$ cat src/rtl/instr_mem_loader_pkg.sv
// instr_loader_pkg: shared types and constants for the instruction memory loader.
//   ld_state_e        - loader FSM states
//   WORD_BYTES        - bytes per instruction word
//   DEFAULT_BASE_ADDR - default byte address of instruction word 0
package instr_loader_pkg;

  localparam int          WORD_BYTES        = 4;
  localparam logic [31:0] DEFAULT_BASE_ADDR = 32'h0000_0000;

  typedef enum logic [2:0] {
    IDLE = 3'd0,
    HDR  = 3'd1,
    DATA = 3'd2,
    CHK  = 3'd3,
    DONE = 3'd4,
    ERR  = 3'd5
  } ld_state_e;

endpackage

$ cat src/rtl/instr_mem_loader_if.sv
// instr_mem_loader_if: byte stream handshake plus instruction memory write bus.
//   s_data/s_valid/s_ready - byte stream (host -> loader)
//   we/wa/wd               - write strobe, byte address, data word (loader -> memory)
// Modports: master = stream source / memory side, slave = loader.
interface instr_mem_loader_if;
  logic [7:0]  s_data;
  logic        s_valid;
  logic        s_ready;
  logic        we;
  logic [31:0] wa;
  logic [31:0] wd;

  modport master (output s_data, s_valid, input s_ready, we, wa, wd);
  modport slave  (input s_data, s_valid, output s_ready, we, wa, wd);
endinterface

$ cat src/rtl/loader_word_packer.sv
// loader_word_packer: assembles little-endian words from a byte stream.
//   clk, rst_n    - clock, synchronous active-low reset
//   clr           - synchronous clear of the partial word (new load)
//   byte_valid    - byte_in is consumed this cycle
//   byte_in       - stream byte
//   word_valid    - this cycle's byte completes a word (combinational)
//   word          - completed word, valid with word_valid
module loader_word_packer
  import instr_loader_pkg::*;
(
  input  logic        clk,
  input  logic        rst_n,
  input  logic        clr,
  input  logic        byte_valid,
  input  logic [7:0]  byte_in,
  output logic        word_valid,
  output logic [31:0] word
);

  localparam int CNT_W = $clog2(WORD_BYTES);

  logic [CNT_W-1:0] byte_cnt;
  // Only the first three bytes are stored; the fourth comes straight from
  // byte_in so the word is ready in the cycle it arrives. Bytes enter at the
  // top and shift down, leaving byte 0 in the low lane.
  logic [23:0]      sr;

  always_ff @(posedge clk) begin
    if (!rst_n || clr) begin
      byte_cnt <= '0;
      sr       <= '0;
    end else if (byte_valid) begin
      byte_cnt <= byte_cnt + 1'b1;
      sr       <= {byte_in, sr[23:8]};
    end
  end

  assign word_valid = byte_valid && (byte_cnt == CNT_W'(WORD_BYTES - 1));
  assign word       = {byte_in, sr};

endmodule

$ cat src/rtl/instr_mem_loader.sv
// instr_mem_loader: writer side of the per-core instruction memory.
// Receives [N][4*N data bytes][checksum, optional] and writes N little-endian
// words starting at BASE_ADDR, holding the cores in reset until done.
//   clk, rst_n  - clock, synchronous active-low reset
//   start       - one-cycle load request (ignored while busy)
//   bus         - slave side of instr_mem_loader_if (stream in, write bus out)
//   busy        - load in progress (HDR/DATA/CHK)
//   done        - image loaded, sticky until next start
//   error       - load aborted, sticky until next start
//   cores_hold  - keep cores in reset (released only in DONE)
//   word_count  - words written in the current/last load
// Build option: LOADER_CHECKSUM_EN adds a trailing XOR checksum byte.
module instr_mem_loader
  import instr_loader_pkg::*;
#(
  parameter int          DEPTH     = 64,
  parameter logic [31:0] BASE_ADDR = DEFAULT_BASE_ADDR
) (
  input  logic                clk,
  input  logic                rst_n,
  input  logic                start,
  instr_mem_loader_if.slave   bus,
  output logic                busy,
  output logic                done,
  output logic                error,
  output logic                cores_hold,
  output logic [7:0]          word_count
);

  ld_state_e   state, state_nxt;
  logic        xfer;
  logic        start_ok;
  logic        hdr_bad;
  logic        last_word;
  logic [7:0]  n_words;
  logic [7:0]  widx;
  logic        pk_valid;
  logic [31:0] pk_word;

  assign xfer      = bus.s_valid && bus.s_ready;
  assign start_ok  = start && (state == IDLE || state == DONE || state == ERR);
  assign hdr_bad   = (bus.s_data == 8'd0) || (bus.s_data > 8'(DEPTH));
  assign last_word = pk_valid && (widx == n_words - 8'd1);

  loader_word_packer u_packer (
    .clk        (clk),
    .rst_n      (rst_n),
    .clr        (start_ok),
    .byte_valid (xfer && state == DATA),
    .byte_in    (bus.s_data),
    .word_valid (pk_valid),
    .word       (pk_word)
  );

`ifdef LOADER_CHECKSUM_EN
  // Running XOR of the header and every data byte.
  logic [7:0] csum;

  always_ff @(posedge clk) begin
    if (!rst_n) begin
      csum <= '0;
    end else if (xfer && state == HDR) begin
      csum <= bus.s_data;
    end else if (xfer && state == DATA) begin
      csum <= csum ^ bus.s_data;
    end
  end
`endif

  // State register
  always_ff @(posedge clk) begin
    if (!rst_n) state <= IDLE;
    else        state <= state_nxt;
  end

  // Next state
  always_comb begin
    state_nxt = state;
    unique case (state)
      IDLE, DONE, ERR: if (start) state_nxt = HDR;
      HDR:             if (xfer)  state_nxt = hdr_bad ? ERR : DATA;
`ifdef LOADER_CHECKSUM_EN
      DATA:            if (last_word) state_nxt = CHK;
      CHK:             if (xfer)  state_nxt = (csum == bus.s_data) ? DONE : ERR;
`else
      DATA:            if (last_word) state_nxt = DONE;
      CHK:             state_nxt = IDLE;
`endif
      default:         state_nxt = IDLE;
    endcase
  end

  // Outputs decoded from state. done rises on the same edge that raises the
  // final we, so it never precedes the last write.
  always_comb begin
    busy        = (state == HDR) || (state == DATA) || (state == CHK);
    bus.s_ready = busy;
    done        = (state == DONE);
    error       = (state == ERR);
    cores_hold  = (state != DONE);
  end

  // Write port and counters. we is a one-cycle pulse; wa/wd hold otherwise.
  always_ff @(posedge clk) begin
    if (!rst_n) begin
      bus.we     <= 1'b0;
      bus.wa     <= '0;
      bus.wd     <= '0;
      word_count <= '0;
      n_words    <= '0;
      widx       <= '0;
    end else begin
      bus.we <= 1'b0;
      if (start_ok) word_count <= '0;
      if (xfer && state == HDR) begin
        n_words <= bus.s_data;
        widx    <= '0;
      end
      if (pk_valid) begin
        bus.we     <= 1'b1;
        bus.wa     <= BASE_ADDR + {22'd0, widx, 2'b00};
        bus.wd     <= pk_word;
        widx       <= widx + 8'd1;
        word_count <= word_count + 8'd1;
      end
    end
  end

endmodule
$ cat src/flat_wrapper.sv
// flat-port wrapper written by rule: the top's interface ports become plain ports
module instr_mem_loader_flat import instr_loader_pkg::*;
#(
  parameter int          DEPTH     = 64,
  parameter logic [31:0] BASE_ADDR = DEFAULT_BASE_ADDR
)
  (clk, rst_n, start, busy, done, error, cores_hold, word_count, bus_s_data, bus_s_valid, bus_s_ready, bus_we, bus_wa, bus_wd);
  instr_mem_loader_if bus_i ();
  input  logic clk;
  input  logic rst_n;
  input  logic start;
  output logic busy;
  output logic done;
  output logic error;
  output logic cores_hold;
  output logic [7:0] word_count;
  input wire logic [$bits(bus_i.s_data)-1:0] bus_s_data;
  input wire logic [$bits(bus_i.s_valid)-1:0] bus_s_valid;
  output wire logic [$bits(bus_i.s_ready)-1:0] bus_s_ready;
  output wire logic [$bits(bus_i.we)-1:0] bus_we;
  output wire logic [$bits(bus_i.wa)-1:0] bus_wa;
  output wire logic [$bits(bus_i.wd)-1:0] bus_wd;
  assign bus_i.s_data = bus_s_data;
  assign bus_i.s_valid = bus_s_valid;
  assign bus_s_ready = bus_i.s_ready;
  assign bus_we = bus_i.we;
  assign bus_wa = bus_i.wa;
  assign bus_wd = bus_i.wd;
  instr_mem_loader #(.DEPTH(DEPTH), .BASE_ADDR(BASE_ADDR)) u_core (.clk(clk), .rst_n(rst_n), .start(start), .bus(bus_i), .busy(busy), .done(done), .error(error), .cores_hold(cores_hold), .word_count(word_count));
endmodule
$ cat config.mk
export PLATFORM = sky130hd
export DESIGN_NAME = instr_mem_loader_flat
export DESIGN_NICKNAME = d
export VERILOG_FILES = /design/src/rtl/instr_mem_loader_pkg.sv /design/src/rtl/instr_mem_loader_if.sv /design/src/rtl/loader_word_packer.sv /design/src/rtl/instr_mem_loader.sv /design/src/flat_wrapper.sv
export SDC_FILE = /design/constraint.sdc
export NUM_CORES = 1
export LEC_CHECK = 0
export BUFFER_PORTS_ARGS = -buffer_cell sky130_fd_sc_hd__buf_2
export CAP_MARGIN = 20
export CORE_ASPECT_RATIO = 0.6
export CORE_MARGIN = 1.5
export CORE_UTILIZATION = 40
export CTS_CLUSTER_SIZE = 8
export DETAILED_ROUTE_END_ITERATION = 8
export GPL_TIMING_DRIVEN = 0
export PLACE_DENSITY = 0.66
export SETUP_SLACK_MARGIN = 0.4
export SLEW_MARGIN = 20
export SYNTH_ARGS = -nofsm -noshare
export SYNTH_HDL_FRONTEND = slang
export SYNTH_HIERARCHICAL = 1
export SYNTH_SLANG_ARGS = --single-unit
export TNS_END_PERCENT = 30
$ cat constraint.sdc
create_clock -name clk -period 3.3 [get_ports clk]
set_clock_uncertainty 0.2 [all_clocks]
set_input_delay 0.33 -clock clk [delete_from_list [all_inputs] [get_ports clk]]
set_output_delay 0.33 -clock clk [all_outputs]
set_load 0.005 [all_outputs]
; Word level (Yosys, flattened, before mapping)
; Cells that the tools add are included.
[op_classes]
mux = 10
eq_ne = 11
addsub = 4
magnitude_cmp = 1
reduce_logical = 19
[op_table]
columns = op, n
row1 = 8-bit two-way mux, 4
row2 = "8-bit by 1-bit adder with 8-bit output, second input constant", 2
row3 = 3-bit two-way mux, 4
row4 = 3-bit one-hot mux with 3 select lines, 1
row5 = 8-bit equality test, 1
row6 = "8-bit by 7-bit greater-than comparator with 1-bit output, second input constant", 1
row7 = 8-bit zero test, 1
row8 = "8-bit by 1-bit subtractor with 8-bit output, second input constant", 1
row9 = "3-bit by 2-bit equality test with 1-bit output, second input constant", 2
row10 = "3-bit equality test, second input constant", 2
row11 = 1-bit logical AND, 6
row12 = 1-bit logical OR, 6
row13 = "2-bit by 1-bit != test with 1-bit output, second input constant", 2
row14 = 2-bit nonzero test, 2
row15 = "3-bit by 1-bit equality test with 1-bit output, second input constant", 1
row16 = 3-bit zero test, 1
row17 = "3-bit != test, second input constant", 1
row18 = 3-bit AND reduction, 1
row19 = 3-bit OR reduction, 1
row20 = "2-bit by 1-bit adder with 2-bit output, second input constant", 1
row21 = "2-bit equality test, second input constant", 1
row22 = "2-bit != test, second input constant", 1
row23 = 1-bit zero test, 1
row24 = 1-bit two-way mux, 1
[totals]
out_inout_bits = 78
ff_bits = 94
input_bits = 12

; Longest topological paths before layout
; Gate-level depths: netlist (run 1).
[depth]
depth_word = 9
ltp_mapped = 12
mapped_depth_nobuf = 8

; By module
; The synthesis (run 1) kept the hierarchy.
[by_module_without_submodules]
columns = module, area_per_inst_um2, cells_each, instances, seq_area_each_um2
row1 = instr_mem_loader, 3154.3, 363, 1, 1361.3
row2 = loader_word_packer, 1047.3, 95, 1, 520.5

; Worst setup path before layout (run 1)
; Ideal clock, no wire load.
[synth_timing]
path_kind = register to register
from = reg u_core.state[2]
to = reg u_core.bus.wa[6]
path_stages_with_launch = 12
path_slack_ns = 0.752
t_arrival_ns = 2.220
path_cell_list = dfxtp_1 -> buf_2 -> nor3b_1 -> and2_1 -> buf_6 -> buf_12 -> and2_1 -> buf_2 -> buf_2 -> buf_2 -> mux2i_1 -> nor2_1
[synth_via]
elab_chain_cells = 6
[synth_lines]
columns = item, line
row1 = "start, declared", instr_mem_loader.sv:30  ; ld_state_e state, state_nxt;
row2 = "start signal, assigned", instr_mem_loader.sv:73  ; else state <= state_nxt;
row3 = 3-bit by 1-bit equality test with 1-bit output / 3-bit by 2-bit equality test with 1-bit output (equally long branches), "instr_mem_loader.sv:96, instr_mem_loader.sv:49"
row4 = 1-bit logical OR (2 in a row), instr_mem_loader.sv:96  ; busy = (state == HDR) || (state == DATA) || (state == CHK);
row5 = 1-bit logical AND, instr_mem_loader.sv:40  ; assign xfer = bus.s_valid && bus.s_ready;
row6 = 1-bit logical AND *, instr_mem_loader.sv:49  ; .byte_valid (xfer && state == DATA),
row7 = 1-bit logical AND *, loader_word_packer.sv:38  ; assign word_valid = byte_valid && (byte_cnt == CNT_W'(WORD_BYTES - 1));
row8 = net u_core.pk_valid, instr_mem_loader.sv:37  ; logic pk_valid;
row9 = "end signal, assigned", instr_mem_loader.sv:121  ; bus.wa <= BASE_ADDR + {22'd0, widx, 2'b00};
row10 = "end, declared", instr_mem_loader_if.sv:14  ; modport slave (input s_data, s_valid, output s_ready, we, wa, wd);
; Mark *: on every way through the listed nets, which the timed path passes. The rest lies on a longest branch.
; A chain may end at the register's enable or synchronous reset.

; Worst setup path after layout (run 1)
[layout_timing]
from = reg u_core.state[2]
to = reg u_core.widx[7]
[layout_via]
elab_chain_cells = 7
[layout_lines]
columns = item, line
row1 = 3-bit by 1-bit equality test with 1-bit output / 3-bit by 2-bit equality test with 1-bit output (equally long branches), "instr_mem_loader.sv:96, instr_mem_loader.sv:49"
row2 = 1-bit logical OR (2 in a row), instr_mem_loader.sv:96
row3 = 1-bit logical AND, instr_mem_loader.sv:40
row4 = 1-bit logical AND *, instr_mem_loader.sv:49
row5 = 1-bit logical AND *, loader_word_packer.sv:38
row6 = net u_core.pk_valid, instr_mem_loader.sv:37
row7 = 8-bit two-way mux / 2-bit nonzero test (equally long branches), n/a
row8 = "end signal, assigned", instr_mem_loader.sv:123  ; widx <= widx + 8'd1;
row9 = "end, declared", instr_mem_loader.sv:36  ; logic [7:0] widx;
; Marked as above.

==> results of run 1 <==
logic make-up (layout without fill, tap and decap cells):
family / after synthesis / after routing / synth area share (%)
other: 1 / 24 / 0.0893
AOI/OAI and AO/OA: 39 / 39 / 6.05
xor gates and xnor gates: 18 / 18 / 3.75
and+or+nand+nor: 167 / 167 / 17.6
buffers and inverters: 68 / 149 / 10.5
muxes: 67 / 67 / 16.1
adders and majority gates: 4 / 4 / 1.19
DFF: 94 / 94 / 44.8
flip-flops by register name, indices dropped and copies added, names as in the netlist:
name                      cells
u_core/widx                   8
u_core/bus.wd                32
u_core/bus.wa                 8
u_core/u_packer/byte_cnt      2
u_core/bus.we                 1
u_core/word_count             8
u_core/state                  3
u_core/u_packer/sr           24
u_core/n_words                8
area by class of cell:
class                           instances  area [um^2]  share of cell area (%)
Tap cell                              135          169                    3.29
Buffer                                 59          419                    8.16
Multi-Input combinational cell        319         2000                    39.0
Timing Repair Buffer                   66          333                    6.48
Clock inverter                          2         15.0                   0.292
Clock buffer                           13          280                    5.45
Inverter                                9         37.5                   0.730
Sequential cell                        94         1880                    36.6
how the worst max path moves through the flow:
stage / from / to / slack (ps) / cells past startpoint
6_report: u_core/state[2]$_SDFFE_PN0P_ / u_core/widx[7]$_SDFFE_PN0P_ / 640 / 11
3_5_place_dp: u_core/state[1]$_SDFFE_PN0P_ / u_core/bus.wd[3]$_SDFFE_PN0P_ / 50 / 10
4_1_cts: u_core/state[1]$_SDFFE_PN0P_ / u_core/widx[2]$_SDFFE_PN0P_ / 410 / 10
5_1_grt: u_core/state[2]$_SDFFE_PN0P_ / u_core/widx[7]$_SDFFE_PN0P_ / 460 / 11
3_3_place_gp: u_core/state[2]$_SDFFE_PN0P_ / u_core/bus.wd[2]$_SDFFE_PN0P_ / 90 / 11
2_1_floorplan: u_core/state[2]$_SDFFE_PN0P_ / u_core/bus.wa[6]$_SDFFE_PN0P_ / 750 / 11
worst max-delay path, stage by stage, from the launching register on:
cell	delay, ps
dfxtp_1	290
buf_2	180
nor3b_4	200
and2_1	180
buf_6	190
buf_12	160
and2_1	130
clkbuf_4	210
nand2_1	120
nor4_2	300
mux2_2	370
nor2_1	80
per-stage QoR:
stage	power [W]	cells	hold WS, ps	util [%]	cell area, um^2
finish	0.00233	697	66.0	51.3	5140
floorplan	0.00129	481	248	-	4290
global route	0.00243	697	68.1	51.3	5140
detailed placement	0.00134	681	268	47.7	4780
global placement	0.00134	681	256	47.7	4780
CTS	0.00234	696	65.0	50.9	5100
per-layer routing:
metal / vias to the layer above / part of all wire [%] / GRT usage [%]
met4: 0 / 0.81 / 5.38
met2: 107 / 40 / 26.5
met3: 10 / 7.1 / 6.35
met5: - / 0 / 0
met1: 1603 / 52 / 27.5
li1: 1681 / - / -
synthesized netlist by cell type, drive strengths merged, types with 2 or more instances:
cell type  number  area (um^2)
nand2b          7         51.3
inv             7         26.3
or4             2         18.8
a31oi           4         25.0
nor2           94          355
buf            48          365
xnor2          12          105
nand4           3         18.8
nand3b          2         15.0
nand2          30          113
a21oi          19         95.1
mux2i          64          641
nand3          13         70.1
or3             2         12.5
nor3            3         15.0
a2111oi         2         23.8
and2            2         12.5
xor2            6         52.6
clkinv          2         7.51
clkbuf         11         41.3
o21ai           3         15.0
mux2            3         33.8
or2             2         12.5
dfxtp          94         1880
o31a            2         17.5
nor4            2         12.5
and3            4         25.0
ha              4         50.1
repair_timing:
item	CTS	global route
setup buffers	0	1
gates resized for setup	5	9
setup endpoints to repair	43	38
pin swaps	0	0
power by group:
part / internal (W) / switching (W)
Clock: 0.000589 / 0.000421
Combinational: 0.0000733 / 0.0000991
Sequential: 0.00114 / 0.0000103
Total: 0.00180 / 0.000531
==> metrics.md, run 1 <==
| Metric | Value |
|---|---|
| Hold/Removal Path Class | `in -> reg` |
| Syn avg cell area | `9.17 um^2` |
| RSZ-0062 raised after global routing | `false` |
| Pleak | `2.11 nW` |
| Fin. max-slew vios | `0` |
| CP Class | `reg -> reg` |
| First-pass GRT wire length | `15.8 mm` |
| Initial DRC Count | `219` |
| DP HPWL | `7.53 mm` |
| FILL cells | `975` |
| DRC | `0` |
| Sink Count | `94` |
| VDD IR-drop max | `0.249 mV` |
| Hold Crit Endpoint | `u_core/n_words[2]$_SDFFE_PN0P_` |
| Synth warn | `6` |
| Num rows | `28` |
| Setup WS post-layout | `641 ps` |
| Hold Path Depth | `3` |
| Hold Fails Final Rpt | `0` |
| Layout net count | `574` |
| Type of element capturing the critical path | `flip-flop` |
| Sequential fraction of the synthesis area | `44.8%` |
| Total congestion overflow | `0` |
| Unique masters post-synth | `50` |
| Antenna Cells | `0` |
| Commonest register cell after synthesis | `dfxtp_1` |
| FF-to-FF Start | `u_core/state[2]$_SDFFE_PN0P_` |
| Pin count of the biggest net entering global routing | `15` |
| R2r setup slk | `640 ps` |
| Placement Setup Slack | `52.2 ps` |
| Layout cells sized above 1 | `25.4%` |
| Commonest non-fill, non-tap cells in the layout | `93 x nor2_1, 93 x dfxtp_1, 69 x buf_2, 64 x mux2i_1, 38 x buf_4` |
| Number of synthesized flops with an enable pin | `0` |
| Port Buffers | `65` |
| Number of global-route vias before repair | `3064` |
| Initial core utilization | `41.9%` |
| Core area | `10000 um^2` |
| Htree depth | `3` |
| Full die area | `11100 um^2` |
| Ys async rst share | `0%` |
| Hold_buf cts | `0` |
| GRT Total Usage | `19.0%` |
| Initial antenna violation count | `0` |
| Pwr dens | `454 nW/um^2` |
| Startpoint Class | `flip-flop` |
| Die height | `82.4 um` |
| Wire length per cell | `14.6 um` |
| Fin crit period | `2660 ps` |
| Hold path start | `bus_s_data[2]` |
| Arr. time, crit path | `2740 ps` |
| Drt first pass iters | `5` |
| Vias | `3401` |
| Max-cap viol count | `0` |
| Synthesized area | `4200 um^2` |
| Synth Instances | `458` |
| Clock Tree Buf Depth | `2` |
| CTS tree | `yes` |
| Setup_tns | `0 ps` |
| Skew-Pair Late Insertion Delay | `340 ps` |
| Post-route clock period utilization | `80.6%` |
| CTS Buf Count | `9` |
| WP data required | `3380 ps` |
| Final setup violation count | `0` |
| Antenna viol nets, final | `0` |
| Max Freq | `376 MHz` |
| GPL Wtd Cong | `0.810` |
| Die width | `135 um` |
| Slew @ Worst Pin | `1020 ps` |
| Clock slew at reported path FFs | `60 ps` |
| Length in cells of the worst reg-to-reg path | `11` |
| Rel. slew slack | `31.8%` |
| FF-to-FF End | `u_core/widx[7]$_SDFFE_PN0P_` |
| Post-synthesis register bit count | `94` |
| # IOs | `90` |
| Root Buffer Master | `clkbuf_16` |
| Via density | `4.88` |
| Outcome | `finished, final reports clean` |
| Area grow syn2layout | `22.3%` |
| Final WL | `10.2 mm` |
| Worst Path Max Fanout | `10` |
(Power assumes the default switching activity.)
==> inputs of run 2 (changes only) <==
PLACE_DENSITY = 0.68   (was 0.66)
clock period = 2.2 ns   (was 3.3 ns; I/O delays follow)
==> metrics.md, run 2 (synthesis gave the netlist of run 1 again) <==
| Metric | Value |
|---|---|
| CP Class | `reg -> reg (unchanged)` |
| Root Buffer Master | `clkbuf_16 (unchanged)` |
| Core area | `10000 um^2 (unchanged)` |
| CTS Buf Count | `9 (unchanged)` |
| Area taken by flip-flops and latches | `1890 um^2 (was 1880 um^2)` |
| CP max stage cell | `dfxtp_1 (was mux2_2)` |
| Placement Setup Slack | `-531 ps (was 52.2 ps)` |
| Max FFs per register | `32 (unchanged)` |
| Fin. max-slew vios | `0 (unchanged)` |
| Layout net count | `605 (was 574)` |
| RSZ-0062 raised after global routing | `true (was false)` |
| Max-cap viol count | `0 (unchanged)` |
| Commonest non-fill, non-tap cells in the layout | `90 x dfxtp_1, 88 x nor2_1, 66 x buf_2, 63 x mux2i_1, 48 x buf_4 (was 93 x nor2_1, 93 x dfxtp_1, 69 x buf_2, 64 x mux2i_1, 38 x buf_4)` |
| Via density | `4.98 (was 4.88)` |
| Critical path, cell by cell | `buf_6 > nor3b_4 > and2_4 > buf_6 > buf_12 > and2_4 > buf_12 > buf_8 > buf_4 > clkbuf_16 > mux2i_1 > nor2_1 (was buf_2 > nor3b_4 > and2_1 > buf_6 > buf_12 > and2_1 > clkbuf_4 > nand2_1 > nor4_2 > mux2_2 > nor2_1)` |
| Most common cell after layout, fill and taps aside | `dfxtp_1` |
| Worst Path Max Fanout | `6 (was 10)` |
| Initial core utilization | `41.9% (unchanged)` |
| Max Freq | `463 MHz (was 376 MHz)` |
| Placed Area | `4830 um^2 (was 4780 um^2)` |
| Layout cells sized above 1 | `31.0% (was 25.4%)` |
| Initial antenna violation count | `0 (unchanged)` |
| Htree depth | `3 (unchanged)` |
| Port Buffers | `65 (unchanged)` |
| Final WL | `11.6 mm (was 10.2 mm)` |
| Hold Fails Final Rpt | `0 (unchanged)` |
| Top Registers | `u_core/bus.wd (32), u_core/u_packer/sr (24) (unchanged)` |
| Slew @ Worst Pin | `928 ps (was 1020 ps)` |
| Area grow syn2layout | `37.5% (was 22.3%)` |
| Final setup violation count | `0 (unchanged)` |
| VDD IR-drop max | `0.408 mV (was 0.249 mV)` |
| # IOs | `90 (unchanged)` |
| Type of element capturing the critical path | `flip-flop (unchanged)` |
| Setup WS post-layout | `40.2 ps (was 641 ps)` |
| Full die area | `11100 um^2 (unchanged)` |
| FILL cells | `848 (was 975)` |
| Clock slew at reported path FFs | `60 ps (about the same)` |
| Antenna viol nets, final | `0 (unchanged)` |
| Rel. slew slack | `37.7% (was 31.8%)` |
| WP data required | `2200 ps (was 3380 ps)` |
| Length in cells of the worst reg-to-reg path | `12 (was 11)` |
| Hold path start | `bus_s_data[2] (unchanged)` |
| Pwr dens | `621 nW/um^2 (was 454 nW/um^2)` |
| Met3 usage in global routing | `4.76% (was 6.35%)` |
| Clock Tree Buf Depth | `2 (unchanged)` |
| Initial DRC Count | `244 (was 219)` |
| Die height | `82.4 um (unchanged)` |
| GPL Wtd Cong | `0.800 (was 0.810)` |
| Hold WS | `27.9 ps (was 66.0 ps)` |
| FF-to-FF Start | `u_core/state[2]$_SDFFE_PN0P_ (unchanged)` |
| Drt first pass iters | `5 (unchanged)` |
| Total congestion overflow | `0 (unchanged)` |
| Skew-Pair Late Insertion Delay | `340 ps (about the same)` |
| Final Cell Area | `5780 um^2 (was 5140 um^2)` |
| Hold Crit Endpoint | `u_core/u_packer/sr[18]$_SDFFE_PP0P_ (was u_core/n_words[2]$_SDFFE_PN0P_)` |
| Wire length per cell | `15.9 um (was 14.6 um)` |
| Die width | `135 um (unchanged)` |
| CTS tree | `yes (unchanged)` |
| FF-to-FF End | `u_core/bus.wa[2]$_SDFFE_PN0P_ (was u_core/widx[7]$_SDFFE_PN0P_)` |
| DP HPWL | `7.52 mm (was 7.53 mm)` |
| GRT Total Usage | `20.2% (was 19.0%)` |
| DRC | `0 (unchanged)` |
| First-pass GRT wire length | `17.0 mm (was 15.8 mm)` |
| Largest Register | `u_core/bus.wd (unchanged)` |
| Pin count of the biggest net entering global routing | `15 (unchanged)` |
| Antenna Cells | `0 (unchanged)` |
| Pleak | `2.39 nW (was 2.11 nW)` |
| Utilization after layout | `57.6% (was 51.3%)` |
| Number of global-route vias before repair | `3249 (was 3064)` |
| Sink Count | `94 (unchanged)` |
| Vias | `3629 (was 3401)` |
| Hold/Removal Path Class | `in -> reg (unchanged)` |
| GRT busiest layer | `met2 (was met1)` |
| Hold Path Depth | `3 (unchanged)` |
| Fin crit period | `2160 ps (was 2660 ps)` |
| Num rows | `28 (unchanged)` |
| Arr. time, crit path | `2160 ps (was 2740 ps)` |
| Footprint of the multi-input gates | `2130 um^2 (was 2000 um^2)` |
| CP peak stage delay | `300 ps (was 370 ps)` |
| Post-route clock period utilization | `98.2% (was 80.6%)` |
| Met2 usage | `30.7% (was 26.5%)` |
| Outcome | `finished, final reports clean (unchanged)` |
| Startpoint Class | `flip-flop (unchanged)` |
| R2r setup slk | `40 ps (was 640 ps)` |
| Met1 Use GR | `29.3% (was 27.5%)` |
==> run 2: report_power, final <==
group / internal (W) / switching [W]
combinational: 0.000131 / 0.000162
sequential: 0.00171 / 0.0000137
clock: 0.000942 / 0.000627
total: 0.00278 / 0.000804
==> run 2: final cells by class <==
type	count	area share [%]
Sequential cell	94	32.8
Timing Repair Buffer	97	12.3
Clock inverter	3	0.737
Buffer	59	9.12
Tap cell	135	2.92
Inverter	9	0.802
Multi-Input combinational cell	319	36.8
Clock buffer	13	4.51
==> run 2: how the worst max path moves through the flow <==
| stage | startpoint | to | slack (ps) |
|---|---|---|---|
| CTS | u_core/state[2]$_SDFFE_PN0P_ | u_core/widx[7]$_SDFFE_PN0P_ | 80 |
| detailed placement | u_core/state[1]$_SDFFE_PN0P_ | u_core/state[1]$_SDFFE_PN0P_ | -530 |
| finish | u_core/state[2]$_SDFFE_PN0P_ | u_core/bus.wa[2]$_SDFFE_PN0P_ | 40 |
| floorplan | u_core/state[2]$_SDFFE_PN0P_ | u_core/widx[7]$_SDFFE_PN0P_ | -120 |
| global route | u_core/state[2]$_SDFFE_PN0P_ | u_core/word_count[4]$_SDFFE_PN0P_ | -50 |
| global placement | u_core/state[1]$_SDFFE_PN0P_ | u_core/state[1]$_SDFFE_PN0P_ | -520 |
==> run 2: through the flow <==
step                total power, W  cells  setup TNS [ps]
detailed placement         0.00201    681          -22710
finish                     0.00359    729               0
global placement           0.00201    681          -21300
floorplan                  0.00194    481           -2350
global route               0.00371    729            -231
CTS                        0.00359    723               0
==> run 2: layer usage <==
layer / vias to the layer above / wire length, um
met5: - / 0
met4: 0 / 57
met3: 9 / 733
met2: 141 / 4770
met1: 1731 / 6000
li1: 1748 / -
==> run 2: repair_timing <==
action	CTS	global route
pin swaps	6	9
gates resized for setup	36	31
gates cloned	3	2
hold buffers	9	0
hold endpoints to repair	13	0
setup buffers	14	4
endpoints found under the setup margin	87	93
==> run 2: worst max-delay path, delay by kind of cell (launching register included) <==
| kind | cells | cell delay [ps] |
|---|---|---|
| buf+inv | 7 | 820 |
| simple gates | 4 | 510 |
| flops | 1 | 300 |
| mux | 1 | 180 |
==> inputs of run 3 (changes only) <==
PLACE_DENSITY = 0.73   (was 0.68)
==> metrics.md, run 3 (synthesis gave the netlist of run 1 again) <==
| Metric | Value |
|---|---|
| Root Buffer Master | `clkbuf_16 (unchanged)` |
| Max Freq | `446 MHz (was 463 MHz)` |
| Port Buffers | `65 (unchanged)` |
| Fin. max-slew vios | `0 (unchanged)` |
| Sink Count | `94 (unchanged)` |
| Number of global-route vias before repair | `3282 (was 3249)` |
| Vias | `3566 (was 3629)` |
| Via density | `4.91 (was 4.98)` |
| Initial antenna violation count | `0 (unchanged)` |
| Fin crit period | `2240 ps (was 2160 ps)` |
| Initial DRC Count | `240 (was 244)` |
| Max FFs per register | `32 (unchanged)` |
| Largest Register | `u_core/bus.wd (unchanged)` |
| Total congestion overflow | `0 (unchanged)` |
| Area grow syn2layout | `34.8% (was 37.5%)` |
| RSZ-0062 raised after global routing | `true (unchanged)` |
| Pwr dens | `620 nW/um^2 (was 621 nW/um^2)` |
| Most common cell after layout, fill and taps aside | `nor2_1 (was dfxtp_1)` |
| Initial core utilization | `41.9% (unchanged)` |
| CTS tree | `yes (unchanged)` |
| Die height | `82.4 um (unchanged)` |
| Drt first pass iters | `5 (unchanged)` |
| DRC | `0 (unchanged)` |
| Setup WS post-layout | `-43.6 ps (was 40.2 ps)` |
| VDD IR-drop max | `0.452 mV (was 0.408 mV)` |
| Post-route clock period utilization | `102% (was 98.2%)` |
| Layout cells sized above 1 | `32.1% (was 31.0%)` |
| Layout net count | `602 (was 605)` |
| Pin count of the biggest net entering global routing | `16 (was 15)` |
| Hold WS | `36.5 ps (was 27.9 ps)` |
| Tot Pwr | `0.00351 W (was 0.00359 W)` |
| # IOs | `90 (unchanged)` |
| Outcome | `finished with violations (was finished, final reports clean)` |
| Slew @ Worst Pin | `623 ps (was 928 ps)` |
| Hold Fails Final Rpt | `0 (unchanged)` |
| Pleak | `2.34 nW (was 2.39 nW)` |
| Type of element capturing the critical path | `flip-flop (unchanged)` |
| Skew-Pair Late Insertion Delay | `340 ps (about the same)` |
| Die width | `135 um (unchanged)` |
| Hold/Removal Path Class | `in -> reg (unchanged)` |
| Arr. time, crit path | `2330 ps (was 2160 ps)` |
| Clock Tree Buf Depth | `2 (unchanged)` |
| Final setup violation count | `1 (was 0)` |
| WP data required | `2280 ps (was 2200 ps)` |
| Max-cap viol count | `0 (unchanged)` |
| GRT Total Usage | `20.3% (was 20.2%)` |
| Final WL | `11.2 mm (was 11.6 mm)` |
| Htree depth | `3 (unchanged)` |
| GPL Wtd Cong | `0.936 (was 0.800)` |
| Num rows | `28 (unchanged)` |
| Clock slew at reported path FFs | `70 ps (was 60 ps)` |
| CP max stage cell | `mux2_4 (was dfxtp_1)` |
| Full die area | `11100 um^2 (unchanged)` |
| CTS Buf Count | `9 (unchanged)` |
| CP peak stage delay | `330 ps (was 300 ps)` |
| Core area | `10000 um^2 (unchanged)` |
| Startpoint Class | `flip-flop (unchanged)` |
| Placement Setup Slack | `-546 ps (was -531 ps)` |
| Antenna viol nets, final | `0 (unchanged)` |
| Failing checks | `negative setup slack` |
| Critical path, cell by cell | `buf_6 > nor3b_4 > and2_4 > buf_6 > buf_12 > and2_4 > buf_12 > nand2_8 > nor4_4 > mux2_4 > nor2_2 (was buf_6 > nor3b_4 > and2_4 > buf_6 > buf_12 > and2_4 > buf_12 > buf_8 > buf_4 > clkbuf_16 > mux2i_1 > nor2_1)` |
| Commonest non-fill, non-tap cells in the layout | `90 x nor2_1, 89 x dfxtp_1, 66 x buf_2, 59 x mux2i_1, 51 x buf_4 (was 90 x dfxtp_1, 88 x nor2_1, 66 x buf_2, 63 x mux2i_1, 48 x buf_4)` |
| Wire length per cell | `15.4 um (was 15.9 um)` |
| Top Registers | `u_core/bus.wd (32), u_core/u_packer/sr (24) (unchanged)` |
| CP Class | `reg -> reg (unchanged)` |
| DP HPWL | `7.72 mm (was 7.52 mm)` |
| First-pass GRT wire length | `17.0 mm (about the same)` |
| Rel. slew slack | `58.4% (was 37.7%)` |
| Worst Path Max Fanout | `8 (was 6)` |
## run 3: cell count changes in the layout (fill, tap and decap cells not counted), moves of 2 or more
cell      previous run  this run
mux2i_1             63        59
nor2_1              88        90
dfxtp_2              2         4
buf_4               48        51
mux2i_2              0         5
a31oi_1              2         0
buf_12               9         6
clkbuf_1            12         9
## run 3: path summary, 6_finish.rpt
| check | from | end | slack [ps] | depth (start not counted) |
|---|---|---|---|---|
| worst max-delay path | u_core/state[2]$_SDFFE_PN0P_ | u_core/widx[7]$_SDFFE_PN0P_ | -40 | 11 |
| worst min-delay path | bus_s_data[5] | u_core/bus.wd[29]$_SDFFE_PN0P_ | 40 | 4 |
| worst max register to register | u_core/state[2]$_SDFFE_PN0P_ | u_core/widx[7]$_SDFFE_PN0P_ | -40 | 11 |
| worst min register to register | u_core/n_words[7]$_SDFFE_PN0P_ | u_core/n_words[7]$_SDFFE_PN0P_ | 270 | 2 |
## run 3: metal layers
layer	track usage (%)	part of all wire [%]	vias up
met5	0	0	-
met4	4.62	0.70	0
met3	5.37	7.9	7
met2	32.5	44	129
met1	27.6	48	1688
li1	-	-	1742
## run 3: through the flow
step	cells	util [%]	area, um^2	setup TNS [ps]
2_1_floorplan	481	-	4340	-2350
3_3_place_gp	681	48.3	4830	-22590
3_5_place_dp	681	48.3	4830	-25450
4_1_cts	723	55.5	5560	-17.6
5_1_grt	726	56.5	5660	-1560
6_report	727	56.5	5660	-43.6
## run 3: where the power goes
part	switching (W)	internal (W)
sequential	0.0000148	0.00171
clock	0.000657	0.000826
combinational	0.000163	0.000140
total	0.000834	0.00268
## run 3: timing repair
action                                  CTS  global route
cloned                                    1             0
hold buffers                             10             0
hold endpoints to repair                 13             0
resized for setup                        46            21
pin swaps                                16             8
endpoints found under the setup margin   87            93
setup buffers                            15             3
## run 3: critical path: cells and delay by family, from the launching register on
| kind | cells | cell delay (ps) |
|---|---|---|
| AND/OR/NAND/NOR | 6 | 890 |
| buffers and inverters | 4 | 440 |
| multiplexers | 1 | 330 |
| flip-flops | 1 | 320 |
## run 3: final cells by class
cell class                 count  area [um^2]
fill                         893         4360
clock buffer                  11          253
sequential                    94         1890
tap                          135          169
clock inverter                 5         33.8
inverter                       9         46.3
multi-input combinational    319         2150
buffer                        59          513
antenna                        1         2.50
timing repair buffer          94          606
